===== config.mk =====
export PLATFORM = sky130hd
export DESIGN_NAME = phy_urx2
export DESIGN_NICKNAME = d
export VERILOG_FILES = /design/src/rtl/phy_urx2.sv
export SDC_FILE = /design/constraint.sdc
export NUM_CORES = 1
export LEC_CHECK = 0
export CAP_MARGIN = 0
export CELL_PAD_IN_SITES_DETAIL_PLACEMENT = 2
export CELL_PAD_IN_SITES_GLOBAL_PLACEMENT = 2
export CORE_MARGIN = 3
export CORE_UTILIZATION = 41
export CTS_BUF_LIST = sky130_fd_sc_hd__clkbuf_8
export DETAILED_ROUTE_END_ITERATION = 8
export PLACE_DENSITY = 0.82
export SLEW_MARGIN = 5
export SYNTH_ARGS = -nofsm -noshare
export SYNTH_HDL_FRONTEND = slang
export SYNTH_SLANG_ARGS = --single-unit

===== constraint.sdc =====
create_clock -name clk_sys -period 2.21 [get_ports clk_sys]
set_input_delay 0.3315 -clock clk_sys [delete_from_list [all_inputs] [get_ports clk_sys]]
set_output_delay 0.3315 -clock clk_sys [all_outputs]
set_load 0.005 [all_outputs]

===== src/rtl/phy_urx2.sv =====
// phy_urx2 - debug-link UART receiver.
// Samples the line on the 1 us tick, assembles 8N1 bytes (8E1 when
// PHY_URX2_PARITY_EN is defined) and pairs consecutive bytes into a
// 16-bit word, high byte first. A timeout on the gap between the two
// bytes, a bad stop bit or a parity mismatch raises an error pulse.
//
// state     | meaning
// ----------+----------------------------------------------------------
// IDLE      | line idle, waiting for a falling edge
// START     | half a bit in, confirm the start bit is still low
// DATA      | sample 8 data bits, LSB first, one per full bit
// PARITY    | sample the even-parity bit (parity build only)
// STOP      | sample the stop bit, accept the byte if it is high
// WAIT_IDLE | after a frame error, wait for one full bit of high line
module phy_urx2 #(
  parameter int BIT_US = 8,
  parameter int GAP_US = 100
) (
  input  logic        clk_sys,
  input  logic        rst_n,
  input  logic        pluse_us,
  input  logic        uart_rx,
  output logic [15:0] rx_data,
  output logic        rx_vld,
  output logic        rx_err,
  output logic [1:0]  rx_err_code
);

  typedef enum logic [2:0] {
    IDLE      = 3'd0,
    START     = 3'd1,
    DATA      = 3'd2,
`ifdef PHY_URX2_PARITY_EN
    PARITY    = 3'd5,
`endif
    STOP      = 3'd3,
    WAIT_IDLE = 3'd4
  } state_t;

  localparam logic [7:0]  HALF_M1 = 8'(BIT_US / 2 - 1);
  localparam logic [7:0]  FULL_M1 = 8'(BIT_US - 1);
  localparam logic [15:0] GAP_M1  = 16'(GAP_US - 1);

  state_t      state, state_nxt;
  logic        rx_s1, rx_s2, rx_s3;
  logic [1:0]  settle_cnt;
  logic [7:0]  us_cnt;
  logic [15:0] gap_cnt;
  logic [2:0]  bit_idx;
  logic [7:0]  shreg;
  logic [7:0]  hi_byte;
  logic        phase_lo;
  logic        lo_pend;

  logic        fall, tick_half, tick_full, gap_hit;
  logic        us_clr, shift_en, idx_clr, byte_ok, frame_err, wait_done;
`ifdef PHY_URX2_PARITY_EN
  logic        par_err, par_bad;
`endif

  // Until the edge-detect flop holds a real line sample (three clocks after
  // reset) a low line must not look like a start edge.
  assign fall      = (settle_cnt == 2'd3) && rx_s3 && !rx_s2;
  assign tick_half = pluse_us && (us_cnt == HALF_M1);
  assign tick_full = pluse_us && (us_cnt == FULL_M1);
  assign gap_hit   = (state == IDLE) && phase_lo && pluse_us && (gap_cnt == GAP_M1);

  // Two-flop synchroniser plus edge-detect flop, and the post-reset settle count.
  always_ff @(posedge clk_sys or negedge rst_n) begin
    if (!rst_n) begin
      rx_s1      <= 1'b1;
      rx_s2      <= 1'b1;
      rx_s3      <= 1'b1;
      settle_cnt <= 2'd0;
    end else begin
      rx_s1 <= uart_rx;
      rx_s2 <= rx_s1;
      rx_s3 <= rx_s2;
      if (settle_cnt != 2'd3) settle_cnt <= settle_cnt + 2'd1;
    end
  end

  // State register.
  always_ff @(posedge clk_sys or negedge rst_n) begin
    if (!rst_n) state <= IDLE;
    else        state <= state_nxt;
  end

  // Next-state decode and per-cycle datapath strobes.
  always_comb begin
    state_nxt = state;
    us_clr    = 1'b0;
    shift_en  = 1'b0;
    idx_clr   = 1'b0;
    byte_ok   = 1'b0;
    frame_err = 1'b0;
    wait_done = 1'b0;
`ifdef PHY_URX2_PARITY_EN
    par_err   = 1'b0;
`endif
    case (state)
      IDLE: begin
        if (fall) begin
          state_nxt = START;
          us_clr    = 1'b1;
        end
      end
      START: begin
        if (tick_half) begin
          us_clr = 1'b1;
          if (!rx_s2) begin
            state_nxt = DATA;
            idx_clr   = 1'b1;
          end else begin
            state_nxt = IDLE;
          end
        end
      end
      DATA: begin
        if (tick_full) begin
          us_clr   = 1'b1;
          shift_en = 1'b1;
          if (bit_idx == 3'd7) begin
`ifdef PHY_URX2_PARITY_EN
            state_nxt = PARITY;
`else
            state_nxt = STOP;
`endif
          end
        end
      end
`ifdef PHY_URX2_PARITY_EN
      PARITY: begin
        if (tick_full) begin
          us_clr    = 1'b1;
          state_nxt = STOP;
          par_err   = ^{shreg, rx_s2};
        end
      end
`endif
      STOP: begin
        if (tick_full) begin
          us_clr = 1'b1;
          if (rx_s2) begin
            state_nxt = IDLE;
`ifdef PHY_URX2_PARITY_EN
            byte_ok   = !par_bad;
`else
            byte_ok   = 1'b1;
`endif
          end else begin
            state_nxt = WAIT_IDLE;
            // A byte already rejected for parity gets only one error pulse.
`ifdef PHY_URX2_PARITY_EN
            frame_err = !par_bad;
`else
            frame_err = 1'b1;
`endif
          end
        end
      end
      WAIT_IDLE: begin
        if (!rx_s2) begin
          us_clr = 1'b1;
        end else if (tick_full) begin
          us_clr    = 1'b1;
          wait_done = 1'b1;
          state_nxt = IDLE;
        end
      end
      default: state_nxt = IDLE;
    endcase
  end

  // Bit-period counter, bit index and receive shift register.
  always_ff @(posedge clk_sys or negedge rst_n) begin
    if (!rst_n) begin
      us_cnt  <= 8'd0;
      bit_idx <= 3'd0;
      shreg   <= 8'd0;
    end else begin
      if (us_clr)        us_cnt <= 8'd0;
      else if (pluse_us) us_cnt <= us_cnt + 8'd1;
      if (idx_clr)       bit_idx <= 3'd0;
      else if (shift_en) bit_idx <= bit_idx + 3'd1;
      if (shift_en)      shreg <= {rx_s2, shreg[7:1]};
    end
  end

`ifdef PHY_URX2_PARITY_EN
  // Remembers a parity failure until the stop bit of the same byte is done.
  always_ff @(posedge clk_sys or negedge rst_n) begin
    if (!rst_n)                          par_bad <= 1'b0;
    else if (par_err)                    par_bad <= 1'b1;
    else if (state == STOP && tick_full) par_bad <= 1'b0;
  end
`endif

  // Byte pairing, gap timeout and the output registers.
  always_ff @(posedge clk_sys or negedge rst_n) begin
    if (!rst_n) begin
      phase_lo    <= 1'b0;
      hi_byte     <= 8'd0;
      lo_pend     <= 1'b0;
      gap_cnt     <= 16'd0;
      rx_data     <= 16'd0;
      rx_vld      <= 1'b0;
      rx_err      <= 1'b0;
      rx_err_code <= 2'd0;
    end else begin
      rx_vld  <= 1'b0;
      rx_err  <= 1'b0;
      lo_pend <= 1'b0;

      if (byte_ok && !phase_lo)
        gap_cnt <= 16'd0;
      else if (state == IDLE && phase_lo && pluse_us)
        gap_cnt <= gap_cnt + 16'd1;

      if (byte_ok) begin
        if (!phase_lo) begin
          hi_byte  <= shreg;
          phase_lo <= 1'b1;
        end else begin
          lo_pend  <= 1'b1;
          phase_lo <= 1'b0;
        end
      end

      // shreg still holds the low byte here: DATA cannot be re-entered yet.
      if (lo_pend) begin
        rx_data <= {hi_byte, shreg};
        rx_vld  <= 1'b1;
      end

      if (gap_hit) begin
        rx_err      <= 1'b1;
        rx_err_code <= 2'b10;
        phase_lo    <= 1'b0;
      end
      if (frame_err) begin
        rx_err      <= 1'b1;
        rx_err_code <= 2'b01;
      end
`ifdef PHY_URX2_PARITY_EN
      if (par_err) begin
        rx_err      <= 1'b1;
        rx_err_code <= 2'b11;
        phase_lo    <= 1'b0;
      end
`endif
      if (wait_done) phase_lo <= 1'b0;
    end
  end

endmodule


After elaboration in Yosys (flattened, before gate mapping)
Cells that the tools add are included.
- bitwise gates (word level): 1
- divide/modulo/power cells: 0
- add/subtract/negate cells: 4
- reduce and logical (&&, ||, !) cells: 19
- $lt $le $gt $ge: 0
- shift-type cells: 0
- muxes and demuxes: 43
- multiply operators: 0
- equal/unequal tests: 17
- operator list (cell ; count):
    16-bit two-way mux ; 2
    3-bit two-way mux ; 10
    1-bit two-way mux ; 24
    16-bit by 1-bit adder with 16-bit output (second input constant) ; 1
    16-bit by 7-bit equality test with 1-bit output (second input constant) ; 1
    8-bit two-way mux ; 2
    2-bit != test (second input constant) ; 8
    3-bit case mux with 5 select lines ; 1
    8-bit by 1-bit adder with 8-bit output (second input constant) ; 1
    8-bit by 2-bit equality test with 1-bit output (second input constant) ; 1
    8-bit by 3-bit equality test with 1-bit output (second input constant) ; 1
    1-bit logical AND ; 8
    2-bit nonzero test ; 4
    7-bit AND reduction ; 1
    3-bit by 2-bit equality test with 1-bit output (second input constant) ; 2
    3-bit equality test (second input constant) ; 2
    2-bit two-way mux ; 3
    1-bit case mux with 4 select lines ; 1
    3-bit by 1-bit adder with 3-bit output (second input constant) ; 1
    3-bit by 1-bit equality test with 1-bit output (second input constant) ; 1
    3-bit zero test ; 1
    3-bit nonzero test ; 1
    2-bit by 1-bit adder with 2-bit output (second input constant) ; 1
    2-bit equality test (second input constant) ; 1
    4 further kinds ; 5
- memories: 0
- latch bits: 0
- bits in read-only memories: 0
- RAM bits: 0
- word-level logic and storage cells: 100
- flip-flop bits (word level): 73
- output and inout bits: 20
- bits of input ports: 4

Depth between registers and ports, before layout
- depth after elaboration: 7
- depth in mapped cells: 7

Least setup slack after synthesis
Ideal clock, no wire load.
- path type: register to register
- from: register state[2]
- to: register gap_cnt[11]
- arrival time: 1.874 ns
- library setup time: 0.073 ns
- stages on the path, launching flop included: 8
- path buffers: 3
- clock period less this slack: 1.947 ns
- path slack: 0.263 ns
- data required time: 2.137 ns
- path through: dfrtp_1 buf_6 nand4bb_1 buf_2 or3_1 buf_6 or4_4 a21oi_2
- cells in the longest elaborated chain, start to end: 4
- ends and longest elaborated chain (item ; line ; RTL):
    start: declaration ; 44 ; state_t state, state_nxt;
    start signal: assignment ; 86 ; else state <= state_nxt;
    3-bit by 2-bit equality test with 1-bit output / 3-bit zero test (equally long branches) ; 101, 217 ;
    1-bit two-way mux / 1-bit logical AND (equally long branches) ; 101, 217 ;
    1-bit logical AND, on equally long branches ; 215, 217 ;
    16-bit two-way mux / 2-bit nonzero test (equally long branches) ; -- ;
    end signal: assignment ; 218 ; gap_cnt <= gap_cnt + 16'd1;
    end: declaration ; 48 ; logic [15:0] gap_cnt;
Several ways; a longest one is shown, not always the timed one.
A chain may end at the register's enable or synchronous reset.

Worst setup path after layout
- from: register us_cnt[6]
- to: register hi_byte[1]
- cells in the longest elaborated chain, start to end: 5
- ends and longest elaborated chain (item ; line ; RTL):
    start: declaration ; 47 ; logic [7:0] us_cnt;
    start signal: assignment ; 183 ; else if (pluse_us) us_cnt <= us_cnt + 8'd1;
    8-bit by 3-bit equality test with 1-bit output ; 65 ; assign tick_full = pluse_us && (us_cnt == FULL_M1);
    1-bit logical AND ; 65 ;
    1-bit two-way mux ; 142 ; if (tick_full) begin
    1-bit two-way mux ; 101 ; case (state)
    2-bit AND reduction (no line) ; -- ;
    end signal: assignment ; 222 ; hi_byte <= shreg;
    end: declaration ; 51 ; logic [7:0] hi_byte;
Every way passes these cells.

==> results.yml <==
status:
  status: "finished, final reports clean"
power_and_ir_drop:
  p_clk_frac: 0.317
  power.switching_mw: 1.074
  pwr-share-comb: 0.204
  power.internal_mw: 2.289
  p_per_area_mw_per_mm2: 833.1
  leakage_nw: 1.854
  p_total_mw: 3.363
  p_sw_frac: 0.3193
  peakVddDrop_uv: 477.5
  p_seq_frac: 0.479
detailed_routing:
  avgRoutedWirePerCell_um: 20.64
  first_iter_violations: 43
  dr_total_vias: 2380
  via_per_inst: 5.548
  firstDrtPassIters: 4
  totalWireLength_um: 8855
  post-route-drc-count: 0
  drtAntennaViolNets: 0
floorplanning:
  io_pins: 24
  die_h_um: 96.27
  die_area_mm2: 0.009267
  dieWidth_um: 96.27
  start_util: 0.4279
  core_mm2: 0.007807
  rows: 32
synth:
  ys_top_cells_by_area: "dfrtp_1, mux2_2, mux2_1"
  yosysWarnings: 0
  yosys.area.top_type_share: 0.5243
  synthCells: 279
  synth_top_cell_by_area: "dfrtp_1"
  synthTopCellsByCount: "dfrtp_1, mux2_2, nor2_1, nand2_1, a21oi_1"
  synthArstFlopShare: 1.000
  ys_seq_area_frac: 0.5479
  synth-seq-cells: 73
  synth_edf_count: 0
  synth_ff_type: "dfrtp_1"
  synth_area_per_cell_um2: 11.97
  syn_area_mm2: 0.003341
  synth.most_common_cell: "dfrtp_1"
  synth_fp_nets: 288
  synth_cell_type_count: 48
final_layout:
  fin_cells: 429
  drive_above_1_share: 0.2538
  antenna_cells: 0
  syn_to_final_growth_pct: 20.82
  post-route-cell-area_mm2: 0.004036
  nFillCells: 786
  post-route-util: 0.5170
  fin_nets: 331
sta:
  fin_crit_sh: 0.9466
  rsz0062_at_grt: "no"
  period_minus_slack_ns: 2.092
  finClkSkew_ns: 0.01042
  drv_slew: 0
  setup_slack_ns: 0.1180
  max_freq_mhz: 478.0
  finalHoldViolations: 0
  slew_headroom: 0.5251
  tightest_slew_ns: 0.7123
  fin_hold_ws_ns: 0.3501
  fin_setup_tns_ns: 0
  setup_viol: 0
worst_hold_path:
  hp-start: "rx_s1$_DFF_PN1_"
  holdCritPathClass: "reg2reg"
worst_setup_path:
  start_kind: "register"
  cp.arrival_ns: 2.32
  crit_chain: "or4_1 > nor3_4 > nand3b_2 > mux2_1"
  cp_top_family: "simple AND/OR/NAND/NOR gates"
  cp_slowest_stage_delay_ns: 0.62
  startpoint: "us_cnt[6]$_DFFE_PN0P_"
  end_kind: "register"
  crit_type: "reg2reg"
  r2r-start: "us_cnt[6]$_DFFE_PN0P_"
  critPathBufInv: 0
  slowest_stage: "or4_1"
  critPathMaxFanout: 7
  r2r_slack_ns: 0.12
  required_ns: 2.44
placement:
  gp_congestion: 0.7664
  place_ws_ns: -0.1775
  dpl-instance-area_mm2: 0.003814
  post-dp-hpwl_um: 6318
  dp.cells: 412
  io_buffers: 23
flow_run:
  cap_violations: 0
global_routing:
  grt_first_pass_wirelength_um: 14700
  grt_pass1_vias: 2705
  gr-max-usage-layer: "met2"
  antenna_found_initial: 0
  use_met2: 0.3830
  grt_util_met1: 0.2634
  grt_max_degree: 29
  use_met3: 0.03284
  track_usage: 0.2151
  gr-total-overflow: 0
cts:
  cts.path.max_buffers: 2
  htreeDepth: 3
  cts_buffers: 9
  clk_latency_ns: 0.35
  root_buffer: "clkbuf_8"
  cts_sinks: 73
  cts_tree: "yes"
  clk_pin_slew_worst_paths_ns: 0.09
[power groups by stage]
stage                     clock (mW)  combinational [mW]  sequential, mW
after floorplan                    0               0.418            1.58
after CTS                       1.09               0.687            1.61
final                           1.07               0.685            1.61
after detailed placement           0               0.672            1.63
after global placement             0               0.616            1.62
after global routing            1.15               0.773            1.63
[per-layer routing]
metal | up-vias | routed length (um) | share of wire
met2 | 33 | 4725 | 0.53
met3 | 14 | 161 | 0.018
li1 | 1099 | - | -
met4 | 0 | 145 | 0.016
met1 | 1234 | 3822 | 0.43
met5 | - | 0 | 0
[kinds of logic (layout without fill, tap and decap cells)]
group / Yosys count / count (layout) / share of synthesized area
simple gates: 94 / 94 / 0.1742
compound gates: 37 / 37 / 0.07341
mux: 36 / 36 / 0.1202
buf+inv: 20 / 68 / 0.02884
flops: 73 / 73 / 0.5479
xor+xnor: 14 / 14 / 0.03670
fa+ha+maj: 5 / 5 / 0.01873
[what timing repair did]
action | in CTS | in global routing
gates resized for setup | 0 | 3
endpoints found under the setup margin | 0 | 18
endpoints found under the hold margin | 19 | 0
hold buffers | 1 | 0
buffers inserted | 0 | 0
[worst paths after layout]
path / end / depth (start not counted)
worst max-delay path: hi_byte[1]$_DFFE_PN0P_ / 4
worst min-delay path: rx_s2$_DFF_PN1_ / 0
worst max register to register: hi_byte[1]$_DFFE_PN0P_ / 4
worst min register to register: rx_s2$_DFF_PN1_ / 0
max in group asynchronous: rx_s1$_DFF_PN1_ / 3
min in group asynchronous: rx_data[11]$_DFFE_PN0P_ / 2
[layout make-up]
| type | count | area (um2) | area share |
|---|---|---|---|
| Clock buffer | 9 | 123.9 | 0.03069 |
| Multi-Input combinational cell | 186 | 1431 | 0.3546 |
| Sequential cell | 73 | 1831 | 0.4535 |
| Timing Repair Buffer | 47 | 432.9 | 0.1073 |
| Tap cell | 102 | 127.6 | 0.03162 |
| Inverter | 5 | 18.77 | 0.004650 |
| Clock inverter | 7 | 71.32 | 0.01767 |
[registers in the layout, indices dropped and copies added (netlist names), 2 cells and up]
| name | cells |
|---|---|
| us_cnt | 8 |
| hi_byte | 8 |
| rx_err_code | 2 |
| state | 3 |
| gap_cnt | 16 |
| bit_idx | 3 |
| settle_cnt | 2 |
| shreg | 8 |
| rx_data | 16 |
[cell usage in the layout (no fill, tap or decap), types with 5 or more instances in the layout]
master / Yosys / routed
a21oi_1: 11 / 11
buf_4: 0 / 21
clkbuf_8: 0 / 9
clkdlybuf4s50_1: 0 / 22
dfrtp_1: 70 / 70
ha_1: 5 / 5
inv_1: 5 / 6
mux2_1: 8 / 8
mux2_2: 25 / 25
nand2_1: 15 / 15
nand3_1: 6 / 6
nand4_1: 8 / 8
nor2_1: 18 / 18
nor4_1: 7 / 7
o21ai_0: 5 / 5
o31ai_1: 9 / 9
or3_1: 6 / 5
xnor2_1: 9 / 9
xor2_1: 5 / 5
(Power assumes the default switching activity.)
